[config.mk]
export PLATFORM = sky130hd
export DESIGN_NAME = lfsr_gen_flat
export DESIGN_NICKNAME = d
export VERILOG_FILES = /design/src/rtl/lfsr_gen_pkg.sv /design/src/rtl/lfsr_gen_if.sv /design/src/rtl/lfsr_gen_next.sv /design/src/rtl/lfsr_gen.sv /design/src/flat_wrapper.sv
export SDC_FILE = /design/constraint.sdc
export NUM_CORES = 1
export LEC_CHECK = 0
export CAP_MARGIN = 25
export CORE_MARGIN = 2
export CORE_UTILIZATION = 48
export CTS_CLUSTER_SIZE = 10
export DETAILED_ROUTE_END_ITERATION = 12
export PLACE_DENSITY = 0.84
export SLEW_MARGIN = 20
export SYNTH_ARGS = -nofsm -noshare
export SYNTH_HDL_FRONTEND = slang
export SYNTH_HIERARCHICAL = 1
export SYNTH_SLANG_ARGS = --single-unit
[constraint.sdc]
create_clock -name clk -period 2.5 [get_ports clk]
set_clock_uncertainty 0.2 [all_clocks]
set_input_delay 0.375 -clock clk [delete_from_list [all_inputs] [get_ports clk]]
set_output_delay 0.375 -clock clk [all_outputs]
set_load 0.01 [all_outputs]
[src/rtl/lfsr_gen_pkg.sv]
// ============================================================================
// lfsr_pkg : mode encodings, maximal-length tap tables, golden step function
// Revision : 1.0
// ============================================================================
`default_nettype none

package lfsr_pkg;

    localparam int MODE_FIB = 0;
    localparam int MODE_GAL = 1;

    // Fibonacci masks (bit k set = state bit k feeds the XOR) for widths 2..16.
    function automatic logic [31:0] fib_taps(input int w);
        case (w)
            2:       return 32'h0000_0003;
            3:       return 32'h0000_0006;
            4:       return 32'h0000_000C;
            5:       return 32'h0000_0014;
            6:       return 32'h0000_0030;
            7:       return 32'h0000_0060;
            8:       return 32'h0000_00B8;
            9:       return 32'h0000_0110;
            10:      return 32'h0000_0240;
            11:      return 32'h0000_0500;
            12:      return 32'h0000_0829;
            13:      return 32'h0000_100D;
            14:      return 32'h0000_2015;
            15:      return 32'h0000_6000;
            16:      return 32'h0000_D008;
            default: return 32'h0000_0000;
        endcase
    endfunction

    // Same polynomial in Galois form is the Fibonacci mask bit-reversed within w bits.
    function automatic logic [31:0] gal_taps(input int w);
        logic [31:0] f;
        logic [31:0] r;
        f = fib_taps(w);
        r = '0;
        for (int i = 0; i < 32; i++) begin
            if (i < w) begin
                r = r | (((f >> i) & 32'h1) << (w - 1 - i));
            end
        end
        return r;
    endfunction

    function automatic logic [31:0] lfsr_step(input logic [31:0] state,
                                              input logic [31:0] taps,
                                              input int          width,
                                              input int          mode);
        logic [31:0] mask;
        logic        msb;
        mask = (width >= 32) ? 32'hFFFF_FFFF : ((32'h1 << width) - 32'h1);
        msb  = ((state >> (width - 1)) & 32'h1) != 32'h0;
        if (mode == MODE_GAL) begin
            return ((state << 1) ^ (msb ? taps : 32'h0)) & mask;
        end
        return ((state << 1) | {31'h0, ^(state & taps & mask)}) & mask;
    endfunction

endpackage

`default_nettype wire

[src/rtl/lfsr_gen_if.sv]
// ============================================================================
// lfsr_gen_if : control/observation bundle of the LFSR generator
// Revision    : 1.0
// ============================================================================
`default_nettype none

interface lfsr_gen_if #(
    parameter int WIDTH = 3
);
    logic             load;
    logic [WIDTH-1:0] seed_in;
    logic             enable;
    logic [WIDTH-1:0] Qs;
    logic             serial_out;
    logic [WIDTH-1:0] count;
    logic [WIDTH-1:0] period_len;
    logic             period_done;
    logic             lockup;

    modport master (
        output load, seed_in, enable,
        input  Qs, serial_out, count, period_len, period_done, lockup
    );

    modport slave (
        input  load, seed_in, enable,
        output Qs, serial_out, count, period_len, period_done, lockup
    );
endinterface

`default_nettype wire

[src/rtl/lfsr_gen_next.sv]
// ============================================================================
// lfsr_next : combinational Fibonacci/Galois next-state logic
// Revision  : 1.0
// ============================================================================
`default_nettype none

module lfsr_next
    import lfsr_pkg::*;
#(
    parameter int               WIDTH = 3,
    parameter logic [WIDTH-1:0] TAPS  = 3'b110,
    parameter int               MODE  = MODE_FIB
) (
    input  wire logic [WIDTH-1:0] state_i,
    output logic      [WIDTH-1:0] next_o
);

    generate
        if (MODE == MODE_GAL) begin : g_galois
            assign next_o = {state_i[WIDTH-2:0], 1'b0} ^ (state_i[WIDTH-1] ? TAPS : '0);
        end else begin : g_fibonacci
            assign next_o = {state_i[WIDTH-2:0], ^(state_i & TAPS)};
        end
    endgenerate

endmodule

`default_nettype wire

[src/rtl/lfsr_gen.sv]
// ============================================================================
// lfsr_gen : parametrised LFSR with seed load, lock-up recovery, period meter
// Revision : 1.0
// ============================================================================
`default_nettype none

module lfsr_gen
    import lfsr_pkg::*;
#(
    parameter int               WIDTH = 3,
    parameter logic [WIDTH-1:0] TAPS  = 3'b110,
    parameter int               MODE  = MODE_FIB,
    parameter logic [WIDTH-1:0] SEED  = 3'b001
) (
    input wire logic  clk,
    input wire logic  reset,
    lfsr_gen_if.slave bus
);

    logic [WIDTH-1:0] qs_q,    qs_d;
    logic [WIDTH-1:0] seed_q,  seed_d;
    logic [WIDTH-1:0] count_q, count_d;
    logic [WIDTH-1:0] plen_q,  plen_d;
    logic             done_q,  done_d;
    logic             lock_q,  lock_d;
    logic [WIDTH-1:0] step_w;

    lfsr_next #(
        .WIDTH (WIDTH),
        .TAPS  (TAPS),
        .MODE  (MODE)
    ) u_next (
        .state_i (qs_q),
        .next_o  (step_w)
    );

    always_comb begin
        qs_d    = qs_q;
        seed_d  = seed_q;
        count_d = count_q;
        plen_d  = plen_q;
        done_d  = 1'b0;
        lock_d  = 1'b0;
        if (bus.load) begin
            qs_d    = bus.seed_in;
            seed_d  = bus.seed_in;
            count_d = '0;
        end else if (bus.enable) begin
            if (qs_q == '0) begin
                // All-zero is a fixed point of the XOR feedback; restart from SEED.
                qs_d    = SEED;
                seed_d  = SEED;
                count_d = '0;
                lock_d  = 1'b1;
            end else begin
                qs_d = step_w;
                if (step_w == seed_q) begin
                    count_d = '0;
                    plen_d  = count_q + WIDTH'(1);
                    done_d  = 1'b1;
                end else begin
                    count_d = count_q + WIDTH'(1);
                end
            end
        end
    end

    always_ff @(posedge clk or negedge reset) begin
        if (!reset) begin
            qs_q    <= SEED;
            seed_q  <= SEED;
            count_q <= '0;
            plen_q  <= '0;
            done_q  <= 1'b0;
            lock_q  <= 1'b0;
        end else begin
            qs_q    <= qs_d;
            seed_q  <= seed_d;
            count_q <= count_d;
            plen_q  <= plen_d;
            done_q  <= done_d;
            lock_q  <= lock_d;
        end
    end

    assign bus.Qs          = qs_q;
    assign bus.serial_out  = qs_q[WIDTH-1];
    assign bus.count       = count_q;
    assign bus.period_len  = plen_q;
    assign bus.period_done = done_q;
    assign bus.lockup      = lock_q;

endmodule

`default_nettype wire

[src/flat_wrapper.sv]
// flat-port wrapper written by rule: the top's interface ports become plain ports
module lfsr_gen_flat import lfsr_pkg::*;
#(
    parameter int               WIDTH = 3,
    parameter logic [WIDTH-1:0] TAPS  = 3'b110,
    parameter int               MODE  = MODE_FIB,
    parameter logic [WIDTH-1:0] SEED  = 3'b001
)
  (clk, reset, bus_load, bus_seed_in, bus_enable, bus_Qs, bus_serial_out, bus_count, bus_period_len, bus_period_done, bus_lockup);
  lfsr_gen_if #(.WIDTH(WIDTH)) bus_i ();
  input wire logic clk;
  input wire logic reset;
  input wire logic [$bits(bus_i.load)-1:0] bus_load;
  input wire logic [$bits(bus_i.seed_in)-1:0] bus_seed_in;
  input wire logic [$bits(bus_i.enable)-1:0] bus_enable;
  output wire logic [$bits(bus_i.Qs)-1:0] bus_Qs;
  output wire logic [$bits(bus_i.serial_out)-1:0] bus_serial_out;
  output wire logic [$bits(bus_i.count)-1:0] bus_count;
  output wire logic [$bits(bus_i.period_len)-1:0] bus_period_len;
  output wire logic [$bits(bus_i.period_done)-1:0] bus_period_done;
  output wire logic [$bits(bus_i.lockup)-1:0] bus_lockup;
  assign bus_i.load = bus_load;
  assign bus_i.seed_in = bus_seed_in;
  assign bus_i.enable = bus_enable;
  assign bus_Qs = bus_i.Qs;
  assign bus_serial_out = bus_i.serial_out;
  assign bus_count = bus_i.count;
  assign bus_period_len = bus_i.period_len;
  assign bus_period_done = bus_i.period_done;
  assign bus_lockup = bus_i.lockup;
  lfsr_gen #(.WIDTH(WIDTH), .TAPS(TAPS), .MODE(MODE), .SEED(SEED)) u_core (.clk(clk), .reset(reset), .bus(bus_i));
endmodule
# Word-level counts from Yosys, hierarchy flattened

Index checks and enable logic that the tools add are counted.
W data, S select, Z words.

Bits in registers: 14
Input bits: 7
Output and inout bits: 12
Word-level logic and storage cells: 33

Add/sub/neg operators: 1
Equal/unequal tests: 1
Mux-type cells: 17
Bitwise operators: 2
Reductions and logical operators: 6

Operators by type and width:

| operator              | number |
|---|---|
| $mux W3               | 10 |
| $mux W1               | 7 |
| $reduce_and A4 Y1     | 1 |
| $reduce_bool A2 Y1    | 2 |
| $add A3 B1 Y3 const B | 1 |
| $eq A3 B3 Y1          | 1 |
| $logic_not A3 Y1      | 1 |
| $reduce_xor A3 Y1     | 1 |
| $not A1 Y1            | 2 |
| $reduce_and A2 Y1     | 1 |

# Longest topological paths before layout

Gate-level depths: netlist of run 1.

Word-level depth: 6
Mapped depth: 5
Mapped depth without buffers: 5

# By module

The synthesis of run 1 kept the hierarchy.

Modules (own cells, without submodules):

| module    | instances | cells each | area an instance (µm²) | sequential area each (µm²) |
|---|---|---|---|---|
| lfsr_gen  | 1         | 64         | 658.1                  | 352.8 |
| lfsr_next | 1         | 3          | 23.8                   | 0.0 |

# Worst setup path before layout of run 1

Ideal clock, no wire load.

Path kind: flip-flop to flip-flop
From: register u_core.qs_q[2], in the netlist u_core/bus.Qs[2]
To: register u_core.plen_q[1], in the netlist u_core/bus.period_len[1]
Library setup time: 128 ps
Data arrival time: 1437 ps
Data required time: 2172 ps
Path slack: 736 ps
Cell stages (with the launch flop): 6
Clock period less this slack: 1764 ps
Path through: dfrtp_1 -> xor2_1 -> xor2_1 -> nor3_2 -> nand3_2 -> mux2_1

Longest elaborated chain between the ends: 3
Elaborated cells between the ends (all ways): 5
Those cells by class: eq/ne (1); bitwise (1); reduce/logical (3)

Ends and longest elaborated chain:

| what                               | RTL line            | text |
|---|---|---|
| from (decl)                        | lfsr_gen.sv:20      | `logic [WIDTH-1:0] qs_q, qs_d;` |
| from (signal assigned)             | lfsr_gen.sv:77      | `qs_q <= qs_d;` |
| $reduce_xor A3 Y1                  | lfsr_gen_next.sv:22 | `assign next_o = {state_i[WIDTH-2:0], ^(state_i & TAPS)};` |
| via u_core.step_w[0]               | lfsr_gen.sv:26      | `logic [WIDTH-1:0] step_w;` |
| $eq A3 B3 Y1                       | lfsr_gen.sv:57      | `if (step_w == seed_q) begin` |
| $reduce_and A4 Y1 (no source line) | --                  |  |
| to (signal assigned)               | lfsr_gen.sv:80      | `plen_q <= plen_d;` |
| to (decl)                          | lfsr_gen.sv:23      | `logic [WIDTH-1:0] plen_q, plen_d;` |

The timed path passes the listed nets, and every way through them passes these cells.
A chain may end at the register's enable or synchronous reset.

# Worst setup path after layout of run 1

From: register u_core.qs_q[0], in the netlist u_core/bus.Qs[0]
To: output bus_Qs[0]

RTL lines:

| what      | RTL line           | text |
|---|---|---|
| to (decl) | flat_wrapper.sv:16 | `output wire logic [$bits(bus_i.Qs)-1:0] bus_Qs;` |

No word-level cell between the ends.

==> results of run 1 <==
==> power breakdown <==
| part | internal (W) | leakage [nW] | switching, W |
|---|---|---|---|
| logic | 0.0000856 | 0.231 | 0.0000694 |
| registers | 0.000259 | 0.176 | 0.0000255 |
| clock network | 0.0000617 | 0.0150 | 0.0000667 |
| total | 0.000406 | 0.421 | 0.000161 |
==> worst max-delay path by stage <==
| stage | from | to | slack, ns | cells after the start |
|---|---|---|---|---|
| floorplan | u_core/bus.Qs[2] | u_core/bus.period_len[1] | 0.74 | 5 |
| global placement | bus_load | u_core/bus.period_len[1] | 0.50 | 4 |
| detailed placement | bus_load | u_core/bus.period_len[2] | 0.45 | 4 |
| CTS | u_core/bus.Qs[0] | bus_Qs[0] | 0.50 | 1 |
| global route | u_core/bus.Qs[1] | u_core/bus.count[2] | 0.45 | 5 |
| finish | u_core/bus.Qs[0] | bus_Qs[0] | 0.52 | 1 |
==> area by class of cell <==
class / instances / area share (%)
flip-flops and latches: 14 / 40.34
multi-input cells: 44 / 32.19
repair buffers: 18 / 20.60
clock buffers: 4 / 3.004
well taps: 15 / 2.146
inverters: 4 / 1.717
==> through the flow <==
| step | instance area, um^2 | instances | utilization, % | hold slack [ns] | power, W |
|---|---|---|---|---|---|
| 6_report | 874.6 | 99 | 66.38 | 0.2725 | 0.0005676 |
| 2_1_floorplan | 681.9 | 67 | - | -0.1206 | 0.0003700 |
| 3_5_place_dp | 848.3 | 95 | 64.39 | 0.2696 | 0.0004432 |
| 3_3_place_gp | 848.3 | 95 | 64.39 | 0.2583 | 0.0004404 |
| 5_1_grt | 874.6 | 99 | 66.38 | 0.3230 | 0.0006063 |
| 4_1_cts | 874.6 | 99 | 66.38 | 0.2815 | 0.0005733 |
==> synth_stat cells, types with 3 or more instances <==
master,instances
nor2b_1,3
buf_4,3
xor2_1,4
inv_1,4
a21oi_1,3
o21ai_1,5
dfrtp_1,12
nand2_1,11
==> metal layers <==
layer | wire length, um | track usage [%] | vias to the layer above
met5 | 0 | 0 | -
met4 | 0 | 7.097 | 0
met3 | 96 | 6.087 | 0
met2 | 581 | 24.06 | 21
met1 | 509 | 16.15 | 229
li1 | - | - | 255
==> cell families after synthesis <==
logic type      share of synthesized area, %
flops                                  51.74
buf+inv                                6.972
xor+xnor                               5.137
compound gates                         11.01
mux                                    4.770
simple gates                           18.53
fa+ha+maj                              1.835
==> flip-flops by register name (all words and copies together) (netlist names) <==
name and count:
u_core/seed_q 3, u_core/bus.count 3, u_core/bus.lockup 1, u_core/bus.period_done 1, u_core/bus.period_len 3, u_core/bus.Qs 3
==> results_dict.tcl, run 1 <==
set metrics [dict create \
    wl_per_cell_um 11.99 \
    synth_edf_count 0 \
    place_worst_setup_slack_ns 0.4472 \
    cts_resized 0 \
    grt_pass1_wl_mm 1.925 \
    die_height_um 41.69 \
    drt-initial-drc-count 13 \
    syn_area_um2 681.9 \
    layout_commonest_cell "clkdlybuf4s50_1" \
    postCtsHoldBufs 0 \
    drive_gt1_share_pct 9.524 \
    crit_fanout 6 \
    htree_levels 1 \
    nNetsFinal 93 \
    grt_antenna_before_repair 0 \
    ff2ff_path_depth 5 \
    core_region_area_um2 1318 \
    grt_setup_unrepaired "false" \
    crit_family "flip-flops" \
    mostFrequentLayoutCells "clkdlybuf4s50_1 (18), dfrtp_1 (12), nand2_1 (11), o21ai_1 (5)" \
    period_share_pct 79.37 \
    fp-row-count 13 \
    worst_ep_arrival_time_ns 1.41 \
    ioPinCount 19 \
    cts_buffers 3 \
    overflow 0 \
    cts_tree "built" \
    maxSlewHeadroom_pct 60.46 \
    slowest_stage "dfstp_2" \
    r2r-start "u_core/bus.Qs[1]" \
    crit-reg2reg-capture "u_core/bus.count[2]" \
    yosys_warnings 6 \
    crit_type "reg2out" \
    cts.sinks 14 \
    tns_ns 0 \
    first_global_vias 480 \
    multi_input_area_um2 281.5 \
    slew_viol_final 0 \
    worstMarginPinSlew_ns 0.5912 \
    vias 505 \
    routabilityCongestion 0.7409 \
    synth-seq-cells 14 \
    ys_seq_area_share_pct 51.74 \
    end_kind "primary output" \
    syn_inst 67 \
    grt_use_total_pct 14.61 \
    clk_latency_ns 0.27 \
    critPathBufInv 1 \
    max_freq_mhz 504.0 \
    clock_path_buffers 2 \
    post-cts-setup-buffers 0 \
    ys_top_cells_by_area "dfrtp_1 (44%), dfstp_2 (7.7%), nand2_1 (6.1%)" \
    async_reset_ff_share_pct 100.0 \
    clkTransAtPathRegs_ns 0.08 \
    die_area_um2 1738 \
    peakVddDrop_mv 0.3226 \
    finalCriticalPeriod_ns 1.984 \
    slowest_delay_ns 0.59 \
    r2r_slack_ns 0.58 \
    setup_viol 0 \
    yosys.cell_types.count 25 \
    synth_top_area_cell "dfrtp_1" \
    drc_errors 0 \
    syn_nets 75 \
    via_per_inst 5.101 \
    wl_mm 1.187 \
    grt_max_degree 15 \
    hp-class "in2async" \
    die_x_um 41.69 \
    seq_area_um2 352.8 \
    nFillCells 100 \
    powerDensity_nw_per_um2 649.0 \
    io_buffers 18 \
    path_cells "clkdlybuf4s50_1" \
    required_ns 1.92 \
    post-dp-hpwl_um 915 \
    antenna_cells 0 \
    detail-route-antenna-nets 0 \
    synth_top_area_share_pct 44.04 \
    drt_pre_antenna_iters 4 \
    synth.avg_cell_area_um2 10.18 \
    maxCapViolations 0 \
    critPathLaunchType "flip-flop" \
    synthFlopType "dfrtp_1" \
    initial_core_util_pct 51.76 \
    hold_viol 0 \
    fin_ws_ns 0.5159 \
    total_leakage_power_nw 0.4212 \
    status "finished clean" \
    root_buffer "clkbuf_4" \
    area_growth_pct 28.26 \
]
(Power assumes the default switching activity.)
==> run 2, diff against run 1 <==
--- a/config.mk
+++ b/config.mk
@@ -7,10 +7,10 @@
 export LEC_CHECK = 0
 export CAP_MARGIN = 25
 export CORE_MARGIN = 2
-export CORE_UTILIZATION = 48
+export CORE_UTILIZATION = 41
 export CTS_CLUSTER_SIZE = 10
 export DETAILED_ROUTE_END_ITERATION = 12
-export PLACE_DENSITY = 0.84
+export PLACE_DENSITY = 0.77
 export SLEW_MARGIN = 20
 export SYNTH_ARGS = -nofsm -noshare
 export SYNTH_HDL_FRONTEND = slang
==> constraint.sdc (replaced) <==
create_clock -name clk -period 1.7 [get_ports clk]
set_clock_uncertainty 0.2 [all_clocks]
set_input_delay 0.255 -clock clk [delete_from_list [all_inputs] [get_ports clk]]
set_output_delay 0.255 -clock clk [all_outputs]
set_load 0.01 [all_outputs]
==> run 2 against run 1 <==
- sequential power grew 46%
- the flow now finishes with violations (negative setup slack)
- power grew 74%
- sequential share of layout area shrank 7.3 points
- non-clock buffer count grew 14
- wire length grew 34%
- worst setup slack lost 0.58 ns
- critical path depth grew 3
- clock power grew 88%
- first-iteration DRC count shrank 23%
- cell count grew 15%
- via count grew 17%
- critical path type is now reg2reg
- largest cell class unchanged
==> results_dict.tcl, run 2 (synthesis gave the netlist of run 1 again) <==
set metrics [dict create \
    status "finished with violations" \
    violations "negative setup slack" \
    die_area_um2 2005 \
    wl_per_cell_um 13.96 \
    hp-class "reg2reg" \
    routed.top_layer "met4" \
    p_total_w 0.0009877 \
    detail-route-antenna-nets 0 \
    maxSlewHeadroom_pct 80.35 \
    die_height_um 44.78 \
    cts_tree "built" \
    fin_hold_ws_ns 0.2900 \
    peakVddDrop_mv 0.6426 \
    drc_errors 0 \
    wl_mm 1.591 \
    clk_latency_ns 0.28 \
    layout_commonest_cell "clkdlybuf4s50_1" \
    die_x_um 44.78 \
    required_ns 1.67 \
    worstMarginPinSlew_ns 0.2937 \
    grt_max_degree 10 \
    fin_cells 114 \
    min_to "u_core/seed_q[0]" \
    critPathBufInv 1 \
    drt-initial-drc-count 10 \
    post-dp-hpwl_mm 1.072 \
    worstHoldStart "u_core/seed_q[0]" \
    via_per_inst 5.184 \
    first_global_vias 522 \
    design_area_um2 1075 \
    wl_met2_um 827 \
    clock_path_buffers 2 \
    path_cells "buf_4 -> or3_4 -> nand3_4 -> mux2_4" \
    antenna_cells 0 \
    maxCapViolations 0 \
    ff2ff_path_depth 4 \
    max_freq_mhz 567.2 \
    hold_viol 0 \
    crit_type "reg2reg" \
    area_growth_pct 57.61 \
    grt_setup_unrepaired "true" \
    crit-reg2reg-capture "u_core/bus.period_len[1]" \
    ioPinCount 19 \
    slew_viol_final 0 \
    wl_met3_um 68 \
    dp.cells 105 \
    cts.sinks 14 \
    cts_buffers 3 \
    min_path_cells 2 \
    slowest_delay_ns 0.45 \
    nNetsFinal 107 \
    period_share_pct 103.7 \
    core_region_area_um2 1541 \
    drt_pre_antenna_iters 4 \
    fin_ws_ns -0.06292 \
    io_buffers 18 \
    crit_family "simple AND/OR/NAND/NOR gates" \
    r2r-start "u_core/bus.Qs[1]" \
    routabilityCongestion 0.8147 \
    grt_antenna_before_repair 0 \
    drive_gt1_share_pct 33.67 \
    total_leakage_power_nw 0.5371 \
    mostFrequentLayoutCells "clkdlybuf4s50_1 (13), nand2_1 (11), buf_4 (10), dfrtp_1 (10)" \
    slowest_stage "dfrtp_2" \
    met1_length_um 663 \
    initial_core_util_pct 44.24 \
    overflow 0 \
    clkTransAtPathRegs_ns 0.09 \
    grt_use_total_pct 16.39 \
    end_kind "flip-flop" \
    htree_levels 1 \
    worst_ep_arrival_time_ns 1.73 \
    critPathLaunchType "flip-flop" \
    fp-row-count 14 \
    powerDensity_nw_per_um2 919.0 \
    r2r_slack_ns -0.06 \
    crit_fanout 3 \
    vias 591 \
    finalCriticalPeriod_ns 1.763 \
    tns_ns -0.1802 \
    grt_pass1_wl_mm 2.263 \
    setup_viol 4 \
    dpl_cell_area_um2 918.4 \
    root_buffer "clkbuf_4" \
]
[run 2: repair_timing]
item / in CTS / in global routing
endpoints found under the hold margin: 0 / 5
resized for setup: 7 / 13
setup endpoints to repair: 8 / 10
pin swaps: 2 / 3
buffers inserted: 2 / 2
hold buffers: 0 / 1
[run 2: power by group]
part	leakage [nW]	total [W]	internal (W)	switching [W]
combinational	0.343	0.000333	0.000186	0.000147
clock	0.0210	0.000241	0.000130	0.000110
sequential	0.173	0.000415	0.000382	0.0000329
total	0.537	0.000988	0.000698	0.000290
[run 2: worst max path at each step]
stage | from | endpoint | slack (ns) | cells past startpoint
final | u_core/bus.Qs[1] | u_core/bus.period_len[1] | -0.06 | 4
after global routing | u_core/bus.Qs[2] | u_core/bus.period_len[1] | -0.10 | 5
after CTS | u_core/bus.Qs[2] | u_core/bus.period_len[1] | -0.02 | 5
after detailed placement | u_core/bus.Qs[1] | u_core/bus.period_len[1] | -0.03 | 4
after global placement | u_core/bus.Qs[2] | u_core/bus.count[0] | 0.006 | 5
after floorplan | u_core/bus.Qs[2] | u_core/bus.count[2] | -0.01 | 5
[run 2: worst register-to-register path, cell delays in order (launching register included)]
cell	delay, ns
dfrtp_2	0.45
buf_4	0.16
or3_4	0.42
nand3_4	0.12
mux2_4	0.30
[run 2: per-stage QoR]
step | util, % | setup slack (ns)
4_1_cts | 63.56 | -0.01630
3_3_place_gp | 59.58 | 0.006225
3_5_place_dp | 59.58 | -0.03201
6_report | 69.72 | -0.06292
5_1_grt | 69.72 | -0.1042
2_1_floorplan | - | -0.01174
[run 2: routing by layer]
metal,up-vias,global-route usage (%)
met5,-,0
met4,0,8.824
met3,4,4.800
met2,21,26.09
met1,285,20.00
li1,281,-
[run 2: cell type report]
cell class / instances / area (um^2)
fillers: 114 / 466.7
flip-flops and latches: 14 / 355.3
multi-input cells: 44 / 351.6
repair buffers: 32 / 296.5
clock buffers: 4 / 36.28
well taps: 16 / 20.02
inverters: 4 / 15.01
